File: src/rtl/tea_decrypt.sv
// TEA block decryptor: one Feistel round pair per clock, iterative datapath.
// Latency: start sampled at edge N -> valid pulse in the cycle after edge N+ROUNDS.
// Backpressure: none; start is ignored while busy, results must be taken on valid.
//
// Ports:
//   clk    - core clock, rising edge
//   rst    - asynchronous active-low reset
//   start  - decrypt request, accepted only in IDLE
//   idata  - ciphertext {v0, v1}
//   key    - 128-bit key {k0, k1, k2, k3}
//   abort  - (only with TEA_DEC_ABORT_EN) cancel a running decryption
//   busy   - high while a decryption is in progress
//   valid  - one-cycle pulse when odata carries a new result
//   odata  - plaintext {v0, v1}, held until the next result
//
// Optional feature: define TEA_DEC_ABORT_EN to add the abort input.
module tea_decrypt #(
    parameter int          ROUNDS = 32,
    parameter logic [31:0] DELTA  = 32'h9E3779B9
) (
    input  logic         clk,
    input  logic         rst,
    input  logic         start,
    input  logic [63:0]  idata,
    input  logic [127:0] key,
`ifdef TEA_DEC_ABORT_EN
    input  logic         abort,
`endif
    output logic         busy,
    output logic         valid,
    output logic [63:0]  odata
);

    // Starting sum is DELTA*ROUNDS truncated to 32 bits; compute it wide
    // so the truncation is explicit rather than a side effect of int math.
    localparam logic [63:0] SUM_PROD = 64'(DELTA) * 64'(ROUNDS);
    localparam logic [31:0] SUM_INIT = SUM_PROD[31:0];
    localparam logic [5:0]  LAST_RND = 6'(ROUNDS - 1);

    typedef enum logic {
        IDLE = 1'b0,
        RUN  = 1'b1
    } state_t;

    state_t         r_state;
    logic [31:0]    r_v0;
    logic [31:0]    r_v1;
    logic [31:0]    r_sum;
    logic [127:0]   r_key;
    logic [5:0]     r_cnt;
    logic           r_valid;
    logic [63:0]    r_odata;

    logic [31:0]    w_v0_nxt;
    logic [31:0]    w_v1_nxt;
    logic           w_abort;

`ifdef TEA_DEC_ABORT_EN
    assign w_abort = abort;
`else
    assign w_abort = 1'b0;
`endif

    // TEA mixing function; shifts are logical and all sums wrap at 32 bits.
    function automatic logic [31:0] tea_f(
        input logic [31:0] v,
        input logic [31:0] s,
        input logic [31:0] ka,
        input logic [31:0] kb
    );
        return ((v << 4) + ka) ^ (v + s) ^ ((v >> 5) + kb);
    endfunction

    // v1 is updated first; the v0 update uses the already-updated v1.
    assign w_v1_nxt = r_v1 - tea_f(r_v0, r_sum, r_key[63:32], r_key[31:0]);
    assign w_v0_nxt = r_v0 - tea_f(w_v1_nxt, r_sum, r_key[127:96], r_key[95:64]);

    always_ff @(posedge clk or negedge rst) begin
        if (!rst) begin
            r_state <= IDLE;
            r_v0    <= '0;
            r_v1    <= '0;
            r_sum   <= '0;
            r_key   <= '0;
            r_cnt   <= '0;
            r_valid <= 1'b0;
            r_odata <= '0;
        end else begin
            r_valid <= 1'b0;
            case (r_state)
                IDLE: begin
                    // abort outranks a simultaneous start
                    if (start && !w_abort) begin
                        r_v0    <= idata[63:32];
                        r_v1    <= idata[31:0];
                        r_key   <= key;
                        r_sum   <= SUM_INIT;
                        r_cnt   <= '0;
                        r_state <= RUN;
                    end
                end
                RUN: begin
                    if (w_abort) begin
                        r_state <= IDLE;
                    end else begin
                        r_v0  <= w_v0_nxt;
                        r_v1  <= w_v1_nxt;
                        r_sum <= r_sum - DELTA;
                        r_cnt <= r_cnt + 6'd1;
                        if (r_cnt == LAST_RND) begin
                            r_odata <= {w_v0_nxt, w_v1_nxt};
                            r_valid <= 1'b1;
                            r_state <= IDLE;
                        end
                    end
                end
                default: r_state <= IDLE;
            endcase
        end
    end

    assign busy  = (r_state == RUN);
    assign valid = r_valid;
    assign odata = r_odata;

endmodule
File: config.mk
export PLATFORM = sky130hd
export DESIGN_NAME = tea_decrypt
export DESIGN_NICKNAME = d
export VERILOG_FILES = /design/src/rtl/tea_decrypt.sv
export SDC_FILE = /design/constraint.sdc
export NUM_CORES = 1
export LEC_CHECK = 0
export ABC_AREA = 0
export CAP_MARGIN = 0
export CORE_ASPECT_RATIO = 0.8
export CORE_MARGIN = 2
export CORE_UTILIZATION = 40
export CTS_CLUSTER_SIZE = 40
export DETAILED_ROUTE_END_ITERATION = 10
export DONT_BUFFER_PORTS = 1
export GPL_ROUTABILITY_DRIVEN = 1
export SLEW_MARGIN = 10
export SYNTH_ARGS = -nofsm -noshare
export SYNTH_HDL_FRONTEND = slang
export SYNTH_SLANG_ARGS = --single-unit
File: constraint.sdc
create_clock -name clk -period 14.5 [get_ports clk]
set_input_delay 2.9 -clock clk [delete_from_list [all_inputs] [get_ports clk]]
set_output_delay 2.9 -clock clk [all_outputs]
set_load 0.02 [all_outputs]
==> Word-level counts from Yosys, hierarchy flattened <==
Index checks and enable logic that the tools add are counted.
{ "totals": {"register_bits": 296, "input_bits": 195, "out_inout_bits": 66, "word_cells": 40} }
{ "classes": {"bitwise": 5, "addsub": 10, "n_mux": 13, "n_eq_ne": 2, "n_reduce_logical": 2} }
{ "ops": {"columns": ["cell", "count"], "rows": [
  ["$pmux 32 s2", 3],
  ["$add 32x32->32", 4],
  ["$xor 32x32->32", 4],
  ["$mux 32", 3],
  ["$add 27x32->32", 2],
  ["$sub 32x32->32", 2],
  ["$sub 32x32->32 const B", 1],
  ["$pmux 6 s2", 1],
  ["$add 6x1->6 const B", 1],
  ["$eq 6x5->1 const B", 1],
  ["$mux 6", 1],
  ["$mux 1", 4],
  ["$reduce_and 2->1", 2],
  ["$ne 2x2->1 const B", 1],
  ["$pmux 1 s2", 1],
  ["$not 1->1", 1]
]} }

==> Longest topological paths before layout <==
Gate-level depths: netlist (run 1).
{ "logic_depth": {"ltp_word": 9, "mapped_depth": 48, "mapped_depth_nobuf": 48} }

==> Worst setup path after synthesis (run 1) <==
No wires, ideal clock.
{ "synth_path": {"kind": "register to register", "startpoint": "register r_v0[5]", "endpoint": "register r_v0[31]", "path_slack_ns": 6.115, "path_buffers": 0, "path_stages_with_launch": 44, "arrival_ns": 8.256, "period_less_slack_ns": 8.385, "required_time_ns": 14.370, "setup_time_ns": 0.130, "cell_sequence": "dfrtp_1 -> ha_1 -> fa_1 -> a21o_2 -> a21o_1 -> a21o_1 -> a21o_1 -> a21oi_1 -> nor2b_1 -> a31oi_1 -> xnor2_1 -> ha_1 -> and4_1 -> and2_1 -> a32oi_1 -> nand2_1 -> a21o_1 -> a21o_1 -> (+8 left out) -> o21bai_1 -> or2_2 -> a21oi_1 -> nor2_1 -> or2_2 -> xnor2_1 -> xnor2_1 -> xnor2_1 -> ha_1 -> nor2b_1 -> or4_1 -> o21ai_1 -> o21ai_0 -> o31a_1 -> xnor3_1 -> xnor2_1 -> nand2_1 -> o21ai_2"} }
{ "synth_via": {"elab_chain_len": 9, "elab_cells_between_ends": 13, "cone_classes": "add/sub: 8; mux: 1; bitwise: 4"} }
{ "synth_lines": {"columns": ["item", "line", "source"], "rows": [
  ["start, declared", "46", "logic [31:0] r_v0;"],
  ["start signal, assigned", "94", "r_v0 <= idata[63:32];"],
  ["start signal, assigned", "106", "r_v0 <= w_v0_nxt;"],
  ["$add 32x32->32", "71", "return ((v << 4) + ka) ^ (v + s) ^ ((v >> 5) + kb);"],
  ["$xor 32x32->32", "71", null],
  ["$xor 32x32->32 *", "71", null],
  ["$sub 32x32->32 *", "75", "assign w_v1_nxt = r_v1 - tea_f(r_v0, r_sum, r_key[63:32], r_key[31:0]);"],
  ["net w_v1_nxt[17]", "55", "logic [31:0] w_v1_nxt;"],
  ["$add 32x32->32", "71", null],
  ["$xor 32x32->32", "71", null],
  ["$xor 32x32->32 *", "71", null],
  ["$sub 32x32->32 *", "76", "assign w_v0_nxt = r_v0 - tea_f(w_v1_nxt, r_sum, r_key[127:96], r_key[95:64]);"],
  ["$pmux 32 s2 *", "90", "case (r_state)"]
]} }
The timed path passes the listed nets; every way through them passes the cells marked *.
A chain may end at the register's enable or synchronous reset.

==> Worst setup path after layout (run 1) <==
Ends and elaborated chain as after synthesis.

==> flow_summary.ini, run 1 <==
[logic_synthesis]
synth-edff-count = 0
ys_seq_area_share_pct = 31.1
synth_nets = 3284
synth-async-reset-ratio_pct = 100
yosysUniqueCellTypes = 84
syn_area_per_cell_sq_um = 8.39
synth_top_cell_by_area = dfrtp_1
mappedNetlistArea_sq_mm = 0.0238
synth.area.top_cells = dfrtp_1 (31%), ha_1 (13%), xnor2_1 (11%)
ys.flop_type = dfrtp_1
yosys_register_bits = 296
synth_top_cell_area_share_pct = 31.1
postSynthCellCount = 2838
ys_warn_count = 0

[detailed_routing]
wl_per_cell_um = 22.1
route.detailed.drc = 0
detail-route-antenna-nets = 0
drtIter0Drc = 1641
via_count = 20700
drt-pass1-iter-count = 5
totalWireLength_mm = 79.6
vias_per_cell = 5.73

[floorplan]
die_h_um = 222
fp.coreArea_sq_mm = 0.0585
dieArea_sq_mm = 0.0615
placementRows = 79
io_pins = 261
start_util_pct = 40.7
die_width_um = 277

[job]
maxCapViolCount = 0

[clock_tree]
clockRootBuffer = clkbuf_16
clk_pin_slew_ns = 0.07
htreeDepth = 2
cts_tree = built
cts_buffer_depth = 3
postCtsSetupRepairBufs = 0
clock_latency_ns = 0.56
cts_made_buffers = 35
clock-sinks = 296
hold_buffers = 0
cts.repair.resized = 0

[critical_path]
cpPeakStageDelay_ns = 0.58
crit_path_end_kind = register
worst_setup_path_start_kind = register
crit_path_top_delay_cell = xor2_1
worst-setup-path-type = reg2reg
crit_fanout = 5
worst_ep_required_time_ns = 14.92
crit_arrival_ns = 10.82

[global_routing]
track_usage_pct = 25.5
antenna_found_initial = 6
grt.overflow.total = 0
grt_pass1_wl_mm = 121
grt_max_degree = 297
grt_pass1_vias = 20100

[timing]
fin_crit_ns = 10.41
slew_violations = 0
worst_slew_pin_slew_ns = 1.05
rsz0062_at_grt = false
hold_viol = 0
setup_viol = 0
max_freq_ghz = 0.0961
skew_ns = 0.0196
post-route-period-util_pct = 71.8
setup_tns_ns = 0
timing.slew.headroom_pct = 29.9

[place]
io_buffers = 0
place_congestion = 0.924
dp_hpwl_mm = 60.6

[cells_and_area]
syn_to_final_growth_pct = 8.50
final_common_cell = nand2_1
drive_above_1_share_pct = 3.60
layout_common_cells = nand2_1 (649), xnor2_1 (300), dfrtp_1 (295), ha_1 (243), a21oi_1 (225)
fillers = 5692
final_nets = 3256

[min_path]
hold_class = reg2reg

[run_status]
outcome = completed
-- worst max-delay path: cells and delay by family, from the launching register on --
kind	cells	cell delay (ns)
compound gates	17	3.80
fa+ha+maj	5	1.84
flops	1	0.47
xor+xnor	7	1.78
simple gates	11	2.38
-- through the flow --
step,worst slack [ns],hold slack (ns),util [%],instance area (sq um),std cells
after CTS,4.26,0.490,44.2,25800,3603
after floorplan,6.11,0.450,-,23800,2838
final,4.09,0.487,44.2,25800,3605
after global routing,3.59,0.517,44.2,25800,3605
after detailed placement,4.30,0.471,42.1,24600,3542
after global placement,4.45,0.469,42.1,24600,3542
-- synth_stat cells (31+ instances only) --
library cell / number
o21a_1: 31
nand2_1: 649
dfrtp_1: 296
xor2_1: 60
xnor2_1: 300
a21oi_1: 225
ha_1: 243
mux2i_1: 44
clkbuf_1: 67
inv_1: 74
a21o_1: 108
nor2b_1: 58
nand3_1: 33
a211oi_1: 37
nor2_1: 100
nor3_1: 31
o21ai_0: 175
nand2b_1: 41
-- cell type report --
type | count | area, sq um | share of cell area [%]
Sequential cell | 296 | 7410 | 28.7
Antenna cell | 2 | 5.00 | 0.0194
Timing Repair Buffer | 13 | 110 | 0.426
Inverter | 75 | 282 | 1.09
Multi-Input combinational cell | 2389 | 15900 | 61.4
Clock buffer | 47 | 1020 | 3.96
Clock inverter | 14 | 191 | 0.741
Tap cell | 769 | 962 | 3.72
-- metal layers --
layer	vias up	track usage [%]	wire length, um
met5	-	0	57
met4	8	5.86	1650
met3	105	4.36	5560
met2	720	35.9	31600
met1	10000	39.8	40700
li1	9795	-	-
-- logic make-up after synthesis --
kind of cell	synth area share [%]
AND/OR/NAND/NOR	18.3
AO/OA/AOI/OAI	19.3
XOR/XNOR	13.5
flip-flops	31.1
adder cells (fa/ha/maj)	13.4
buffers and inverters	2.43
multiplexers	1.90
-- flip-flops by register name (all words and copies together) (netlist names) --
signal and count:
r_sum 32, r_v1 32, valid 1, r_v0 32, odata 64, r_cnt 6, busy 1, r_key 128
-- worst paths after layout --
path / to / slack [ns] / cells after the start / from
max: r_v0[31] / 4.09 / 40 / r_v0[5]
min reg2reg: r_key[3] / 0.49 / 2 / r_key[3]
min: r_key[3] / 0.49 / 2 / r_key[3]
max in group asynchronous: r_key[126] / 12.01 / 0 / rst
max reg2reg: r_v0[31] / 4.09 / 40 / r_v0[5]
min in group asynchronous: r_key[64] / 2.05 / 0 / rst
Power of run 1 is not shown: default switching activity piles up to over one toggle a cycle in this logic, so the estimate is an artifact.
==> inputs of run 2 (changes only) <==
==> constraint.sdc (replaced) <==
create_clock -name clk -period 10.3 [get_ports clk]
set_input_delay 2.06 -clock clk [delete_from_list [all_inputs] [get_ports clk]]
set_output_delay 2.06 -clock clk [all_outputs]
set_load 0.02 [all_outputs]
==> flow_summary.ini, run 2 (synthesis gave the netlist of run 1 again) <==
[run_status]
outcome = completed

[min_path]
min_delay_path_depth = 2
min_from = r_key[106]
hold_class = reg2reg
whs_endpoint = r_key[106]

[cells_and_area]
utilization_pct = 44.3
largest_reg_flops = 128
top_register = r_key
layout.area.seq_sq_mm = 0.00741
final_common_cell = nand2_1
multi_input_area_sq_mm = 0.0159
drive_above_1_share_pct = 4.26
fillers = 5703
syn_to_final_growth_pct = 8.71
layout_common_cells = nand2_1 (649), xnor2_1 (296), dfrtp_1 (295), ha_1 (243), a21oi_1 (222)
final_nets = 3262

[timing]
worst_slack_ns = 0.527
hold_viol = 0
holdWs_ns = 0.485
fin_crit_ns = 9.77
max_freq_ghz = 0.102
timing.slew.headroom_pct = 34.8
post-route-period-util_pct = 94.9
worst_slew_pin_slew_ns = 0.953
slew_violations = 0
setup_viol = 0
skew_ns = 0.0259

[global_routing]
grt_pass1_vias = 20200
grt_max_degree = 297
antenna_found_initial = 5
grt.overflow.total = 0
grt_pass1_wl_mm = 122
track_usage_pct = 25.5

[detailed_routing]
totalWireLength_mm = 79.5
via_count = 20600
route.detailed.drc = 0
drt-pass1-iter-count = 5
wl_per_cell_um = 22.0
drtIter0Drc = 1723
vias_per_cell = 5.71
detail-route-antenna-nets = 0

[clock_tree]
cts_buffer_depth = 3
clock_latency_ns = 0.58
clockRootBuffer = clkbuf_16
cts_made_buffers = 35
clk_pin_slew_ns = 0.06
hold_buffers = 0
cts_tree = built
clock-sinks = 296
htreeDepth = 2

[critical_path]
r2r_slack_ns = 0.53
cp_common_cell = a21o_1
crit_arrival_ns = 10.19
worst_ep_required_time_ns = 10.72
r2r_start = r_v0[5]
reg2reg_to = r_v0[31]
worst_setup_path_start_kind = register
worst-setup-path-type = reg2reg
crit_fanout = 5
crit_path_top_delay_cell = or4_1
cpPeakStageDelay_ns = 0.48
worstRegToRegCells = 43
crit_path_end_kind = register

[place]
place_congestion = 0.927
io_buffers = 0
dp_hpwl_mm = 61.1
dp_slack_ns = 0.411

[floorplan]
start_util_pct = 40.7
dieArea_sq_mm = 0.0615
io_pins = 261
die_width_um = 277
die_h_um = 222
fp.coreArea_sq_mm = 0.0585
placementRows = 79

[job]
maxCapViolCount = 0
-- run 2: cell count changes in the layout (fill, tap and decap cells not counted), moves of 2 or more --
cell,change
clkbuf_1,+2
clkinv_4,+2
a21oi_2,+3
clkinv_2,+4
bufinv_16,-2
xnor2_2,+4
clkinvlp_4,-2
a21oi_1,-3
xnor2_1,-4
o21ai_1,+2
o21ai_0,-2
buf_4,+7
-- run 2: cell type report --
type,instances,share of cell area [%]
Multi-Input combinational cell,2389,61.5
Clock buffer,48,3.93
Sequential cell,296,28.6
Clock inverter,15,0.560
Timing Repair Buffer,19,0.551
Antenna cell,1,0.00966
Inverter,75,1.09
Tap cell,769,3.72
-- run 2: worst max path at each step --
| stage | from | endpoint | depth (start not counted) |
|---|---|---|---|
| final | r_v0[5] | r_v0[31] | 43 |
| after CTS | r_v0[5] | r_v0[31] | 41 |
| after floorplan | r_v0[5] | r_v0[31] | 43 |
| after global placement | r_v0[5] | r_v0[31] | 41 |
| after global routing | r_v0[5] | r_v0[31] | 42 |
| after detailed placement | r_v0[5] | r_v0[31] | 41 |
-- run 2: metrics by stage --
stage | instance area (sq um) | instances | setup TNS [ns]
2_1_floorplan | 23800 | 2838 | 0
3_3_place_gp | 24700 | 3547 | 0
3_5_place_dp | 24700 | 3547 | 0
4_1_cts | 25800 | 3610 | 0
5_1_grt | 25900 | 3611 | -0.000228
6_report | 25900 | 3612 | 0
-- run 2: repair_timing --
item                       in CTS  in global routing
setup buffers                   0                  1
setup endpoints to repair       0                  6
resized for setup               0                 16
-- run 2: layer usage --
layer / up-vias / global-route usage (%) / share of wire [%]
met5: - / 0 / 0.068
li1: 9809 / - / -
met4: 8 / 5.43 / 1.8
met2: 748 / 36.7 / 41
met1: 9962 / 39.4 / 50
met3: 99 / 4.57 / 7.6
-- run 2: critical path, delay by kind of cell (launching register included) --
family,cells,cell delay (ns)
simple gates,12,2.31
compound gates,18,3.62
xor+xnor,7,1.35
fa+ha+maj,5,1.76
flops,1,0.46
buf+inv,1,0.11
Power of run 2 is left out for the same reason.
==> inputs of run 3 (changes only) <==
--- a/config.mk
+++ b/config.mk
@@ -8,7 +8,6 @@
 export ABC_AREA = 0
 export CAP_MARGIN = 0
 export CORE_ASPECT_RATIO = 0.8
-export CORE_MARGIN = 2
 export CORE_UTILIZATION = 40
 export CTS_CLUSTER_SIZE = 40
 export DETAILED_ROUTE_END_ITERATION = 10
==> flow_summary.ini, run 3 (synthesis gave the netlist of run 1 again) <==
[critical_path]
cp_common_cell = a21o_1
crit_path_top_delay_cell = or4_1
worst_ep_required_time_ns = 10.80
crit_arrival_ns = 10.35
worst_setup_path_start_kind = register
cpPeakStageDelay_ns = 0.48
crit_path_end_kind = register
crit_fanout = 6
worst-setup-path-type = reg2reg

[clock_tree]
cts_buffer_depth = 3
htreeDepth = 2
cts_tree = built
cts_made_buffers = 36
hold_buffers = 0
clockRootBuffer = clkbuf_16
clk_pin_slew_ns = 0.07
clock_latency_ns = 0.59
clock-sinks = 296

[run_status]
violations = design-rule violations
outcome = finished, violations left

[detailed_routing]
vias_per_cell = 5.71
via_count = 20600
drtIter0Drc = 1670
drt-pass1-iter-count = 8
totalWireLength_mm = 80.0
top_layer = met5
wl_met3_mm = 5.90
route.detailed.drc = 16
wl_met1_mm = 40.8
detail-route-antenna-nets = 0
route.met2.wl_mm = 31.6
wl_per_cell_um = 22.1

[timing]
fin_crit_ns = 9.84
worst_slew_pin_slew_ns = 1.14
timing.slew.headroom_pct = 23.7
setup_viol = 0
max_freq_ghz = 0.102
post-route-period-util_pct = 95.6
slew_violations = 0
hold_viol = 0
skew_ns = 0.0284
setup_tns_ns = 0
worst_slack_ns = 0.456

[place]
dpl-instance-area_sq_mm = 0.0247
dp.cells = 3550
io_buffers = 0
place_congestion = 0.922
dp_slack_ns = 0.426
dp_hpwl_mm = 61.7

[floorplan]
io_pins = 261
placementRows = 79
die_h_um = 220
dieArea_sq_mm = 0.0605
fp.coreArea_sq_mm = 0.0585
die_width_um = 275
start_util_pct = 40.7

[cells_and_area]
largest_reg_flops = 128
fillers = 5806
final_common_cell = nand2_1
syn_to_final_growth_pct = 9.10
final_nets = 3266
num_antenna_cells = 0
stdcell_count = 3614
layout_common_cells = nand2_1 (649), xnor2_1 (299), dfrtp_1 (295), ha_1 (243), a21oi_1 (223)
top_register = r_key
design_area_sq_mm = 0.0260
drive_above_1_share_pct = 4.36

[global_routing]
grt.overflow.total = 0
grt_pass1_wl_mm = 121
antenna_found_initial = 3
grt_max_degree = 297
grt_pass1_vias = 19800
track_usage_pct = 26.3

[job]
maxCapViolCount = 0

[min_path]
hold_class = reg2reg
==> run 3: cell types whose count changed in the layout (fill, tap and decap cells not counted), sizes merged <==
cell	before	now
diode	1	0
clkbuf	48	41
clkinv	12	7
bufinv	2	6
buf	19	22
clkinvlp	2	4
inv	74	80
==> run 3: worst paths after layout <==
kind                       startpoint         end  slack (ns)  depth (start not counted)
setup / recovery              r_v0[5]    r_v0[31]        0.46                         43
setup reg to reg              r_v0[5]    r_v0[31]        0.46                         43
hold reg to reg            r_key[121]  r_key[121]        0.48                          2
min in group asynchronous         rst   r_key[64]        1.20                          0
hold / removal             r_key[121]  r_key[121]        0.48                          2
max in group asynchronous         rst   r_key[88]        8.54                          0
==> run 3: final cells by class <==
type / instances / area [sq um] / share of cell area [%]
Clock buffer: 41 / 961 / 3.70
Clock inverter: 22 / 300 / 1.16
Inverter: 75 / 282 / 1.08
Multi-Input combinational cell: 2389 / 15900 / 61.2
Sequential cell: 296 / 7410 / 28.5
Tap cell: 769 / 962 / 3.70
Timing Repair Buffer: 22 / 165 / 0.636
==> run 3: routing by layer <==
layer	global-route usage, %	up-vias
met5	0	-
met4	6.26	6
met3	4.49	101
met2	36.5	701
met1	41.5	9977
li1	-	9834
==> run 3: timing repair <==
action / in CTS / in global routing
endpoints found under the setup margin: 0 / 6
gates resized for setup: 0 / 11
setup buffers: 0 / 1
==> run 3: metrics by stage <==
stage	hold WS, ns	util [%]
finish	0.481	44.4
global route	0.513	44.4
CTS	0.486	44.3
detailed placement	0.471	42.2
global placement	0.467	42.2
floorplan	0.450	-
==> run 3: critical path, delay by kind of cell, from the launching register on <==
kind | cells | cell delay, ns
buffers and inverters | 1 | 0.12
adder cells (fa/ha/maj) | 5 | 1.81
flip-flops | 1 | 0.45
AND/OR/NAND/NOR | 10 | 1.82
XOR/XNOR | 7 | 1.53
AO/OA/AOI/OAI | 20 | 4.02
Power of run 3 is left out for the same reason.
